[config.mk]
export PLATFORM = sky130hd
export DESIGN_NAME = debug_tx
export DESIGN_NICKNAME = d
export VERILOG_FILES = /design/src/rtl/debug_pkg.sv /design/src/rtl/debug_fifo.sv /design/src/rtl/debug_tx.sv
export SDC_FILE = /design/constraint.sdc
export NUM_CORES = 1
export LEC_CHECK = 0
export ABC_AREA = 1
export CORE_ASPECT_RATIO = 1.4
export CORE_UTILIZATION = 51
export DETAILED_ROUTE_END_ITERATION = 16
export PLACE_DENSITY = 0.72
export SLEW_MARGIN = 20
export SYNTH_ARGS = -nofsm -noshare
export SYNTH_HDL_FRONTEND = slang
export SYNTH_HIERARCHICAL = 1
export SYNTH_SLANG_ARGS = --single-unit
export TNS_END_PERCENT = 20
[constraint.sdc]
create_clock -name clk -period 3.5 [get_ports clk]
set_input_delay 0.7 -clock clk [delete_from_list [all_inputs] [get_ports clk]]
set_output_delay 0.7 -clock clk [all_outputs]
set_load 0.05 [all_outputs]
[src/rtl/debug_pkg.sv]
// rtl/debug_pkg.sv - shared constants and types for the serial register-write tracer
package debug_pkg;

   // Frame is start + 37 payload bits + parity + stop.
   localparam int FRAME_BITS   = 40;
   localparam int PAYLOAD_BITS = 37;

   typedef enum logic [2:0] {
      ST_IDLE   = 3'd0,
      ST_START  = 3'd1,
      ST_DATA   = 3'd2,
      ST_PARITY = 3'd3,
      ST_STOP   = 3'd4
   } tx_state_t;

   // One captured register-file write.
   typedef struct packed {
      logic [4:0]  addr;
      logic [31:0] data;
   } wr_record_t;

   // Payload in shift order: bit 0 goes on the line first (addr LSB).
   function automatic logic [PAYLOAD_BITS-1:0] record_payload(input wr_record_t r);
      return {r.data, r.addr};
   endfunction

endpackage

[src/rtl/debug_fifo.sv]
// rtl/debug_fifo.sv - synchronous record FIFO between writeback capture and the serialiser
module debug_fifo
   import debug_pkg::*;
#(
   parameter int DEPTH = 4
) (
   input  logic       clk,
   input  logic       rst,
   input  logic       push,
   input  wr_record_t push_data,
   input  logic       pop,
   output wr_record_t pop_data,
   output logic       full,
   output logic       empty
);

   localparam int AW = (DEPTH > 1) ? $clog2(DEPTH) : 1;
   localparam logic [AW:0] DEPTH_CNT = (AW+1)'(DEPTH);

   wr_record_t    mem [DEPTH];
   logic [AW-1:0] wr_ptr;
   logic [AW-1:0] rd_ptr;
   logic [AW:0]   count;
   logic          do_push;
   logic          do_pop;

   assign empty    = (count == '0);
   assign full     = (count == DEPTH_CNT);
   assign pop_data = mem[rd_ptr];

   // A pop frees a slot on the same edge, so a full FIFO can still take a push then.
   assign do_pop  = pop && !empty;
   assign do_push = push && (!full || do_pop);

   // Storage array; contents are only meaningful between rd_ptr and wr_ptr.
   always_ff @(posedge clk) begin
      if (do_push) begin
         mem[wr_ptr] <= push_data;
      end
   end

   // Pointers wrap naturally because DEPTH is a power of two.
   always_ff @(posedge clk or negedge rst) begin
      if (!rst) begin
         wr_ptr <= '0;
         rd_ptr <= '0;
      end else begin
         if (do_push) begin
            wr_ptr <= wr_ptr + 1'b1;
         end
         if (do_pop) begin
            rd_ptr <= rd_ptr + 1'b1;
         end
      end
   end

   // Occupancy count drives full/empty.
   always_ff @(posedge clk or negedge rst) begin
      if (!rst) begin
         count <= '0;
      end else begin
         case ({do_push, do_pop})
            2'b10:   count <= count + 1'b1;
            2'b01:   count <= count - 1'b1;
            default: count <= count;
         endcase
      end
   end

endmodule

[src/rtl/debug_tx.sv]
// rtl/debug_tx.sv - serialises register-file writes onto a one-wire debug line
module debug_tx
   import debug_pkg::*;
#(
   parameter int CLKS_PER_BIT = 4,
   parameter int FIFO_DEPTH   = 4
) (
   input  logic        clk,
   input  logic        rst,
   input  logic        wr_en,
   input  logic [4:0]  wr_addr,
   input  logic [31:0] wr_data,
   input  logic        clr_overflow,
   output logic        debug_output,
   output logic        busy,
   output logic        overflow
);

   localparam logic [7:0] LAST_CLK = 8'(CLKS_PER_BIT - 1);
   localparam logic [5:0] LAST_BIT = 6'(PAYLOAD_BITS - 1);

   tx_state_t                state;
   tx_state_t                state_nxt;
   logic [7:0]               clk_cnt;
   logic [5:0]               bit_cnt;
   logic [PAYLOAD_BITS-1:0]  shreg;
   logic                     par_bit;
   logic                     line;

   wr_record_t               wr_rec;
   wr_record_t               head_rec;
   logic [PAYLOAD_BITS-1:0]  head_payload;
   logic                     wr_valid;
   logic                     fifo_full;
   logic                     fifo_empty;
   logic                     load_frame;
   logic                     bit_end;
   logic                     last_data_bit;
   logic                     drop;

   // Writes to r0 are architecturally meaningless and never traced.
   assign wr_valid     = wr_en && (wr_addr != 5'd0);
   assign wr_rec.addr  = wr_addr;
   assign wr_rec.data  = wr_data;
   assign head_payload = record_payload(head_rec);

   assign bit_end       = (clk_cnt == LAST_CLK);
   assign last_data_bit = (bit_cnt == LAST_BIT);

   // A new frame starts straight from idle, or back-to-back at the end of a stop bit.
   assign load_frame = !fifo_empty &&
                       ((state == ST_IDLE) || ((state == ST_STOP) && bit_end));

   // Dropped only when full and nothing leaves on this edge.
   assign drop = wr_valid && fifo_full && !load_frame;

   assign debug_output = line;
   assign busy         = (state != ST_IDLE) || !fifo_empty;

   debug_fifo #(
      .DEPTH (FIFO_DEPTH)
   ) u_fifo (
      .clk       (clk),
      .rst       (rst),
      .push      (wr_valid),
      .push_data (wr_rec),
      .pop       (load_frame),
      .pop_data  (head_rec),
      .full      (fifo_full),
      .empty     (fifo_empty)
   );

   // Frame sequencing: each state lasts one bit period, DATA lasts 37.
   always_comb begin
      state_nxt = state;
      case (state)
         ST_IDLE: begin
            if (!fifo_empty) state_nxt = ST_START;
         end
         ST_START: begin
            if (bit_end) state_nxt = ST_DATA;
         end
         ST_DATA: begin
            if (bit_end && last_data_bit) state_nxt = ST_PARITY;
         end
         ST_PARITY: begin
            if (bit_end) state_nxt = ST_STOP;
         end
         ST_STOP: begin
            if (bit_end) state_nxt = fifo_empty ? ST_IDLE : ST_START;
         end
         default: state_nxt = ST_IDLE;
      endcase
   end

   // State register.
   always_ff @(posedge clk or negedge rst) begin
      if (!rst) begin
         state <= ST_IDLE;
      end else begin
         state <= state_nxt;
      end
   end

   // Bit-period divider; restarts with every frame so the start bit is full length.
   always_ff @(posedge clk or negedge rst) begin
      if (!rst) begin
         clk_cnt <= '0;
      end else if (load_frame || (state == ST_IDLE) || bit_end) begin
         clk_cnt <= '0;
      end else begin
         clk_cnt <= clk_cnt + 8'd1;
      end
   end

   // Payload bit index, 0..36 while in DATA.
   always_ff @(posedge clk or negedge rst) begin
      if (!rst) begin
         bit_cnt <= '0;
      end else if (load_frame) begin
         bit_cnt <= '0;
      end else if ((state == ST_DATA) && bit_end && !last_data_bit) begin
         bit_cnt <= bit_cnt + 6'd1;
      end
   end

   // Payload shifter and parity latch; shreg[0] is always the next payload bit to send.
   always_ff @(posedge clk or negedge rst) begin
      if (!rst) begin
         shreg   <= '0;
         par_bit <= 1'b0;
      end else if (load_frame) begin
         shreg   <= head_payload;
         par_bit <= ^head_payload;
      end else if (bit_end && ((state == ST_START) || (state == ST_DATA))) begin
         shreg   <= shreg >> 1;
      end
   end

   // Registered line driver: low from the edge a frame is loaded, high when idle.
   always_ff @(posedge clk or negedge rst) begin
      if (!rst) begin
         line <= 1'b1;
      end else if (load_frame) begin
         line <= 1'b0;
      end else if (bit_end) begin
         case (state)
            ST_START:  line <= shreg[0];
            ST_DATA:   line <= last_data_bit ? par_bit : shreg[0];
            ST_PARITY: line <= 1'b1;
            default:   line <= 1'b1;
         endcase
      end
   end

   // Sticky overflow; a drop on the same edge as a clear keeps it set.
   always_ff @(posedge clk or negedge rst) begin
      if (!rst) begin
         overflow <= 1'b0;
      end else if (drop) begin
         overflow <= 1'b1;
      end else if (clr_overflow) begin
         overflow <= 1'b0;
      end
   end

endmodule

==> impl_metrics.json, run 1 <==
{
  "outcome": "finished, final reports clean",
  "endpoint": "busy",
  "slew_headroom_pct": 63.0,
  "crit_cells": 5,
  "tightestPinTransition_ns": 0.550,
  "grt_pass1_wl_mm": 32.2,
  "place_congestion": 0.847,
  "grtUsageMet1_pct": 25.4,
  "cp_top_family": "buffers and inverters",
  "synth_edf_count": 148,
  "cts-root-buf": "clkbuf_16",
  "grt_util_met3_pct": 2.74,
  "cap_violations": 0,
  "arrival_ns": 2.10,
  "drt_wl_total_mm": 19.1,
  "overflow": 0,
  "p_per_area_nw_per_um2": 590,
  "peakVddDrop_mv": 0.490,
  "first_pass_iters": 4,
  "die-area_um2": 19300,
  "core.rowCount": 58,
  "fmax_mhz": 357,
  "worstPathRequired_ns": 2.80,
  "path_buf_inv": 2,
  "drive_above_1_share_pct": 8.92,
  "critPathKind": "reg2out",
  "clk_pin_slew_ns": 0.07,
  "multi_input_area_um2": 2890,
  "grt_pass1_vias": 6491,
  "synthCells": 928,
  "ant_nets": 0,
  "post_drt_via_cell_ratio": 5.37,
  "met2_usage_pct": 38.4,
  "ys_seq_area_share_pct": 63.1,
  "pre_cts_ws_ns": 0.267,
  "rsz0062_at_grt": "false",
  "post-route-util_pct": 60.3,
  "syn_nets": 977,
  "vias": 6586,
  "drt-initial-drc-count": 349,
  "avgSynthCellArea_um2": 10.3,
  "grt_most_used_layer": "met2",
  "antenna_found_initial": 0,
  "r2r_slack_ns": 0.86,
  "synth_cell_types": 43,
  "critPathCaptureType": "primary output",
  "slowest_stage": "clkdlybuf4s50_1",
  "die_h_um": 164,
  "hpwl_mm": 12.2,
  "path_cells": "nor2_2 -> nand2_2 -> inv_1 -> nand2_1 -> clkdlybuf4s50_1",
  "yosys_most_used_dff": "edfxtp_1",
  "fin_crit_ns": 2.80,
  "pin_count": 44,
  "area_growth_pct": 14.2,
  "synth_warnings": 6,
  "p_leak_nw": 4.40,
  "num-fill-cells": 1489,
  "worstRegToRegCells": 17,
  "routedWlPerCell_um": 15.5,
  "cts_buffers": 21,
  "clk_latency_ns": 0.51,
  "holdWs_ns": 0.165,
  "htreeDepth": 1,
  "startpoint": "u_fifo/count[0]",
  "synthArstFlopShare_pct": 30.2,
  "initial_utilization_pct": 52.8,
  "ys_seq_elements": 212,
  "grt_max_degree": 55,
  "hold_violations": 0,
  "slew_violations": 0,
  "io_buffers": 43,
  "min_path_type": "in2async",
  "tns_ns": 0,
  "ff_latch_area_um2": 6050,
  "finalCritPeriodShare_pct": 80.0,
  "cts_setup_buffers": 0,
  "slowest_delay_ns": 0.70,
  "timing.rr.start": "u_fifo/rd_ptr[0]",
  "rr_endpoint": "par_bit",
  "critical_path_peak_fanout": 5,
  "setup_ws_ns": 0.702,
  "track_usage_pct": 21.0,
  "diodes": 0,
  "synth_area_um2": 9580,
  "layout.nets": 1022,
  "drc": 0,
  "die_x_um": 118,
  "cts_sinks": 212,
  "cts_tree": "done",
  "cts_hold_buf": 0,
  "clockBufferDepth": 3,
  "ctsResizeCount": 0,
  "core_area_um2": 18100,
  "final-setup-viol-count": 0,
  "skew_ns": 0.0146,
  "critPathLaunchType": "flip-flop"
}
[power breakdown]
part	switching (mW)	internal, mW	total, mW	leakage, nW
Clock	0.923	1.36	2.28	0.336
Combinational	0.679	0.322	1.00	1.92
Sequential	0.0845	3.08	3.17	2.15
Total	1.69	4.76	6.45	4.40
[cell families after synthesis]
group / count (synthesis) / synth area share (%)
multiplexers: 1 / 0.118
AND/OR/NAND/NOR: 307 / 13.7
buffers and inverters: 142 / 7.01
flip-flops: 212 / 63.1
XOR/XNOR: 15 / 1.37
AO/OA/AOI/OAI: 243 / 13.6
adder cells (fa/ha/maj): 8 / 1.12
[layer usage]
metal  up-vias  wire (um)
met1      3144       7660
met3        37        843
met2       140      10100
li1       3265          -
met5         -          0
met4         0        444
[Yosys cell counts (2+ instances only)]
library cell / instances / area, um^2
a21oi_1: 8 / 40.0
buf_2: 9 / 45.0
buf_4: 3 / 22.5
buf_6: 15 / 169
clkbuf_1: 10 / 37.5
dfrtp_1: 63 / 1580
edfxtp_1: 148 / 4440
ha_1: 7 / 87.6
inv_1: 95 / 357
inv_2: 8 / 30.0
nand2_1: 152 / 571
nand2_2: 2 / 12.5
nand2_4: 2 / 22.5
nand3_1: 21 / 105
nand4_1: 4 / 25.0
nor2_1: 105 / 394
nor2_2: 4 / 25.0
nor2_4: 2 / 22.5
nor3_1: 2 / 10.0
nor3_2: 4 / 40.0
nor4_1: 3 / 18.8
o21ai_0: 103 / 515
o21ai_1: 86 / 430
o21ai_2: 4 / 35.0
o22ai_1: 37 / 231
xnor2_1: 7 / 61.3
xor2_1: 8 / 70.1
[how the worst min path moves through the flow]
stage | endpoint | cells after the start
2_1_floorplan | bit_cnt[0] | 0
6_report | shreg[20] | 1
5_1_grt | shreg[20] | 1
4_1_cts | shreg[20] | 1
3_3_place_gp | clk_cnt[0] | 1
3_5_place_dp | clk_cnt[0] | 1
[placed cells by master (no fill, tap or decap), types with 5 or more instances in the layout]
master           instances
dfrtp_1                 62
nand3_1                 21
xnor2_1                  7
buf_12                   5
o21ai_0                103
edfxtp_1               148
clkbuf_1                 6
a21oi_1                  8
o21ai_1                 86
ha_1                     7
nor2_4                   6
inv_2                    8
buf_4                   12
nor2_1                 101
inv_1                   95
clkbuf_16               21
xor2_1                   8
clkdlybuf4s50_1         42
o22ai_1                 37
nand2_1                152
[flip-flops by register name (all words and copies together), names as in the netlist, 2 cells and up]
register / count
shreg: 37
bit_cnt: 6
clk_cnt: 8
u_fifo/mem: 148
u_fifo/rd_ptr: 2
u_fifo/wr_ptr: 2
u_fifo/count: 3
state: 3
[area by class of cell]
cell class / count / area share [%]
clock buffer: 28 / 5.14
clock inverter: 9 / 1.19
inverter: 104 / 3.59
multi-input combinational: 574 / 26.4
sequential: 212 / 55.3
tap: 240 / 2.75
timing repair buffer: 60 / 5.63
[worst register-to-register path, stage by stage, from the launching register on]
cell     delay [ns]
dfrtp_2        0.43
inv_2          0.31
buf_12         0.30
nor2_1         0.10
o22ai_1        0.40
inv_1          0.11
nand2_1        0.10
nand2_1        0.08
nand2_1        0.07
nand2_1        0.06
nand2_1        0.07
nand2_1        0.07
nand2_1        0.09
nand3_1        0.07
nand2_1        0.08
nand2_1        0.05
nand3_1        0.08
nand2_1        0.05
[through the flow]
| stage | cells | total power, mW | instance area [um^2] |
|---|---|---|---|
| 6_report | 1227 | 6.45 | 10900 |
| 5_1_grt | 1227 | 6.77 | 10900 |
| 4_1_cts | 1227 | 6.50 | 10900 |
| 3_5_place_dp | 1190 | 4.23 | 10200 |
| 3_3_place_gp | 1190 | 4.19 | 10200 |
| 2_1_floorplan | 928 | 3.85 | 9580 |
No activity file was read; power rests on OpenSTA's default activity.
==> inputs of run 2 (changes only) <==
--- a/config.mk
+++ b/config.mk
@@ -9,7 +9,7 @@
 export CORE_ASPECT_RATIO = 1.4
 export CORE_UTILIZATION = 51
 export DETAILED_ROUTE_END_ITERATION = 16
-export PLACE_DENSITY = 0.72
+export PLACE_DENSITY = 0.69
 export SLEW_MARGIN = 20
 export SYNTH_ARGS = -nofsm -noshare
 export SYNTH_HDL_FRONTEND = slang
==> constraint.sdc (replaced) <==
create_clock -name clk -period 2.6 [get_ports clk]
set_input_delay 0.52 -clock clk [delete_from_list [all_inputs] [get_ports clk]]
set_output_delay 0.52 -clock clk [all_outputs]
set_load 0.05 [all_outputs]
==> run 2 against run 1 <==
Compared with the run above:
- global-route usage increased by 0.75 points
- critical path type is now reg2reg
- highest routed layer unchanged
- core utilization is 1.8 points higher
- first-iteration DRC count increased by 61%
- largest cell class unchanged
- worst hold slack worse by 0.13 ns
- sequential cell count unchanged
- final area increased by 3.0%
- worst setup slack worse by 0.46 ns
==> impl_metrics.json, run 2 (synthesized netlist as in run 1, its figures left out) <==
{
  "fin_crit_ns": 2.36,
  "worstPathRequired_ns": 2.98,
  "cap_violations": 0,
  "cts_sinks": 212,
  "core_area_um2": 18100,
  "cts_hold_buf": 0,
  "htreeDepth": 1,
  "cts_setup_buffers": 0,
  "vias": 6751,
  "pwr-share-clk_pct": 34.4,
  "rsz0062_at_grt": "false",
  "post_drt_via_cell_ratio": 5.40,
  "routedWlPerCell_um": 16.2,
  "ctsResizeCount": 1,
  "diodes": 0,
  "slew_violations": 0,
  "timing.rr.start": "u_fifo/rd_ptr[1]",
  "wl_met1_mm": 8.80,
  "comb_power_share_pct": 17.3,
  "finalCritPeriodShare_pct": 90.8,
  "post-route-util_pct": 62.1,
  "die_x_um": 118,
  "p_leak_nw": 4.56,
  "hpwl_mm": 13.1,
  "mostFrequentLayoutCells": "nand2_1 (152), edfxtp_1 (148), o21ai_0 (103)",
  "dpl.cell_count": 1214,
  "reg_top3": "u_fifo/mem: 148 flops, shreg: 37 flops, clk_cnt: 8 flops",
  "first_pass_iters": 6,
  "drt_wl_total_mm": 20.3,
  "drc": 0,
  "cts_tree": "done",
  "place_congestion": 0.773,
  "multi_input_area_um2": 2960,
  "place_area_um2": 10500,
  "p_sw_mw": 2.32,
  "skew_ns": 0.0148,
  "r2r_slack_ns": 0.24,
  "num-fill-cells": 1489,
  "cts-root-buf": "clkbuf_16",
  "arrival_ns": 2.75,
  "sw_frac_of_total_pct": 26.3,
  "antenna_found_initial": 0,
  "critPathKind": "reg2reg",
  "slew_headroom_pct": 46.0,
  "critPathCaptureType": "flip-flop",
  "startpoint": "u_fifo/rd_ptr[1]",
  "hold_violations": 0,
  "final_design_area_no_fill_um2": 11300,
  "core.rowCount": 58,
  "cts_buffers": 21,
  "io_buffers": 43,
  "clk_pin_slew_ns": 0.06,
  "power.share.sequential_pct": 48.4,
  "grt_max_degree": 80,
  "drt-initial-drc-count": 561,
  "peakVddDrop_mv": 0.631,
  "largest_reg_flops": 148,
  "fmax_mhz": 424,
  "final-setup-viol-count": 0,
  "area_growth_pct": 17.6,
  "clk_latency_ns": 0.50,
  "p_int_mw": 6.51,
  "die-area_um2": 19300,
  "initial_utilization_pct": 52.8,
  "drive_above_1_share_pct": 11.8,
  "min_path_type": "in2async",
  "instances_no_fill": 1251,
  "grt_pass1_vias": 6697,
  "route.met2.wl_mm": 10.3,
  "ff_latch_area_um2": 6050,
  "dr.max_layer_used": "met4",
  "routed-wl-met3_um": 774,
  "pin_count": 44,
  "die_h_um": 164,
  "layout.nets": 1046,
  "critical_path_peak_fanout": 18,
  "critPathLaunchType": "flip-flop",
  "tightestPinTransition_ns": 0.808,
  "final_common_cell": "nand2_1",
  "p_per_area_nw_per_um2": 784,
  "clockBufferDepth": 3,
  "track_usage_pct": 21.7,
  "outcome": "finished, final reports clean",
  "grt_pass1_wl_mm": 33.2,
  "ant_nets": 0,
  "overflow": 0,
  "regMostFlops": "u_fifo/mem",
  "total_power_mw": 8.83
}
==> run 2: metal layers <==
| layer | GRT usage (%) | vias up |
|---|---|---|
| li1 | - | 3301 |
| met1 | 28.0 | 3291 |
| met2 | 38.7 | 129 |
| met3 | 2.33 | 30 |
| met4 | 6.47 | 0 |
| met5 | 0 | - |
==> run 2: worst paths after layout <==
check	to	cells after the start
max	par_bit	17
min	shreg[25]	1
max reg2reg	par_bit	17
min reg2reg	clk_cnt[0]	1
max in group asynchronous	debug_output	2
min in group clk	clk_cnt[0]	1
==> run 2: power by group through the flow <==
stage | logic [mW] | registers (mW) | clock network (mW)
CTS | 1.52 | 4.27 | 3.07
global route | 1.71 | 4.30 | 3.22
detailed placement | 1.51 | 4.34 | 0
global placement | 1.45 | 4.33 | 0
finish | 1.52 | 4.27 | 3.03
floorplan | 0.844 | 4.34 | 0
==> run 2: cell type report <==
type | instances | share of cell area (%)
multi-input combinational | 574 | 26.3
sequential | 212 | 53.7
tap | 240 | 2.67
clock inverter | 8 | 1.01
timing repair buffer | 84 | 7.85
clock buffer | 29 | 5.02
inverter | 104 | 3.49
==> run 2: metrics by stage <==
stage                     TNS [ns]  worst slack [ns]  hold slack (ns)
final                            0             0.240           0.0350
after global routing             0           0.00420           0.0648
after CTS                        0             0.159           0.0424
after detailed placement    -14.54            -0.221            0.452
after global placement      -24.62            -0.291            0.441
after floorplan             -33.69            -0.228            0.224
==> run 2: critical path: stages (launching register included) <==
cell and delay [ns]:
dfrtp_1 0.41, inv_1 0.09, buf_4 0.25, o21ai_0 0.12
o22ai_1 0.21, buf_4 0.19, xnor2_1 0.14, nand2_1 0.07
nand2_1 0.08, nand2_1 0.05, nand2_1 0.12, inv_1 0.08
nand2_1 0.09, nand3_1 0.08, nand2_1 0.08, nand2_1 0.05
nand3_1 0.07, nand2_1 0.05
==> inputs of run 3 (changes only) <==
--- a/config.mk
+++ b/config.mk
@@ -7,9 +7,9 @@
 export LEC_CHECK = 0
 export ABC_AREA = 1
 export CORE_ASPECT_RATIO = 1.4
-export CORE_UTILIZATION = 51
+export CORE_UTILIZATION = 40
 export DETAILED_ROUTE_END_ITERATION = 16
-export PLACE_DENSITY = 0.69
+export MAX_ROUTING_LAYER = met4
 export SLEW_MARGIN = 20
 export SYNTH_ARGS = -nofsm -noshare
 export SYNTH_HDL_FRONTEND = slang
==> run 3 against run 2 <==
Compared with the run above:
- power grew 4.4%
- die area grew 27%
- clock skew shrank 0.0033 ns
- fmax grew 0.92%
- largest power group unchanged
- sequential cell count is the same
- routed wire length shrank 2.2%
==> impl_metrics.json, run 3 (synthesized netlist as in run 1, its figures left out) <==
{
  "rsz0062_at_grt": "false",
  "timing.rr.start": "u_fifo/rd_ptr[0]",
  "critPathLaunchType": "input port",
  "drive_above_1_share_pct": 11.4,
  "grt_pass1_vias": 6408,
  "cts_buffers": 22,
  "place_congestion": 0.792,
  "io_buffers": 43,
  "post_drt_via_cell_ratio": 5.03,
  "cts_sinks": 212,
  "total_power_mw": 9.21,
  "slew_violations": 0,
  "tightestPinTransition_ns": 0.728,
  "fmax_mhz": 428,
  "htreeDepth": 1,
  "p_per_area_nw_per_um2": 812,
  "routedWlPerCell_um": 15.1,
  "finalCritPeriodShare_pct": 90.0,
  "path_cells": "clkdlybuf4s50_1 -> or2_2 -> o41ai_1 -> inv_1 -> inv_1 -> nand3_1 -> fa_1 -> inv_1 -> nand4_1 -> nand3_1 -> nand2_1",
  "holdWs_ns": 0.0249,
  "final_design_area_no_fill_um2": 11300,
  "cts_tree": "done",
  "core.rowCount": 66,
  "regMostFlops": "u_fifo/mem",
  "area_growth_pct": 18.5,
  "overflow": 0,
  "critical_path_peak_fanout": 5,
  "largest_reg_flops": 148,
  "worstRegToRegCells": 16,
  "diodes": 0,
  "drt-initial-drc-count": 328,
  "post-route-util_pct": 48.5,
  "tns_ns": 0,
  "outcome": "finished, final reports clean",
  "final-setup-viol-count": 0,
  "track_usage_pct": 17.1,
  "initial_utilization_pct": 41.0,
  "ant_nets": 0,
  "vias": 6589,
  "critPathKind": "in2reg",
  "critPathCaptureType": "flip-flop",
  "peakVddDrop_mv": 0.704,
  "cp_top_family": "buffers and inverters",
  "slowest_delay_ns": 0.48,
  "cap_violations": 0,
  "worstPathRequired_ns": 2.99,
  "r2r_slack_ns": 0.26,
  "mostFrequentLayoutCells": "nand2_1 (152), edfxtp_1 (148), o21ai_0 (103)",
  "clk_latency_ns": 0.51,
  "drt_wl_total_mm": 19.8,
  "antenna_found_initial": 0,
  "die_h_um": 185,
  "die_x_um": 133,
  "grt_max_degree": 80,
  "die-area_um2": 24600,
  "grt_pass1_wl_mm": 31.9,
  "arrival_ns": 2.73,
  "slowest_stage": "clkdlybuf4s50_1",
  "cts_hold_buf": 0,
  "drc": 0,
  "first_pass_iters": 4,
  "rr_endpoint": "par_bit",
  "path_buf_inv": 4,
  "fin_crit_ns": 2.34,
  "p_leak_nw": 4.56,
  "crit_top_cell": "inv_1",
  "layout.nets": 1037,
  "final_common_cell": "nand2_1",
  "hpwl_mm": 13.1,
  "clk_pin_slew_ns": 0.06,
  "reg_top3": "u_fifo/mem: 148 flops, shreg: 37 flops, clk_cnt: 8 flops",
  "min_path_type": "in2async",
  "pin_count": 44,
  "cts-root-buf": "clkbuf_16",
  "place_area_um2": 10500,
  "clockBufferDepth": 3,
  "core_area_um2": 23400,
  "slew_headroom_pct": 51.0,
  "skew_ns": 0.0115,
  "hold_violations": 0
}
run 3: cell types whose count changed in the layout (fill, tap and decap cells not counted), sizes merged:
cell,delta
bufinv,+3
clkinvlp,+1
clkbuf,-6
clkinv,+4
inv,+1
buf,-10
run 3: how the worst max path moves through the flow:
stage	from	end	slack (ns)	depth (start not counted)
2_1_floorplan	clk_cnt[0]	u_fifo/mem[0][0]	-0.23	10
3_3_place_gp	wr_addr[3]	u_fifo/mem[0][15]	-0.35	6
3_5_place_dp	wr_addr[3]	u_fifo/count[2]	-0.30	11
4_1_cts	clk_cnt[0]	shreg[4]	0.18	9
5_1_grt	u_fifo/rd_ptr[0]	par_bit	0.01	17
6_report	wr_addr[3]	u_fifo/count[2]	0.26	11
run 3: what timing repair did:
| action | 4_1_cts | 5_1_grt |
|---|---|---|
| setup endpoints to repair | 1 | 4 |
| buffers inserted | 0 | 0 |
| gates resized for setup | 1 | 5 |
| pin swaps | 0 | 0 |
run 3: routing by layer:
metal	global-route usage, %	share of wire (%)
met1	20.5	43
met2	29.9	51
met3	2.44	4.3
met4	4.60	1.4
met5	-	0
run 3: report_power, final:
part / internal [mW] / leakage (nW) / switching, mW
combinational: 0.473 / 2.02 / 0.938
clock: 2.22 / 0.402 / 1.32
sequential: 4.15 / 2.15 / 0.112
total: 6.84 / 4.56 / 2.37
run 3: final cells by class:
| cell class | instances | area [um^2] |
|---|---|---|
| fillers | 2075 | 12000 |
| clock buffers | 23 | 576 |
| clock inverters | 17 | 254 |
| flip-flops and latches | 212 | 6050 |
| well taps | 306 | 383 |
| repair buffers | 74 | 785 |
| multi-input cells | 574 | 2910 |
| inverters | 104 | 393 |
run 3: metrics by stage:
step,worst slack [ns],instances
global route,0.0101,1310
detailed placement,-0.297,1270
floorplan,-0.228,928
finish,0.261,1310
CTS,0.178,1310
global placement,-0.355,1266
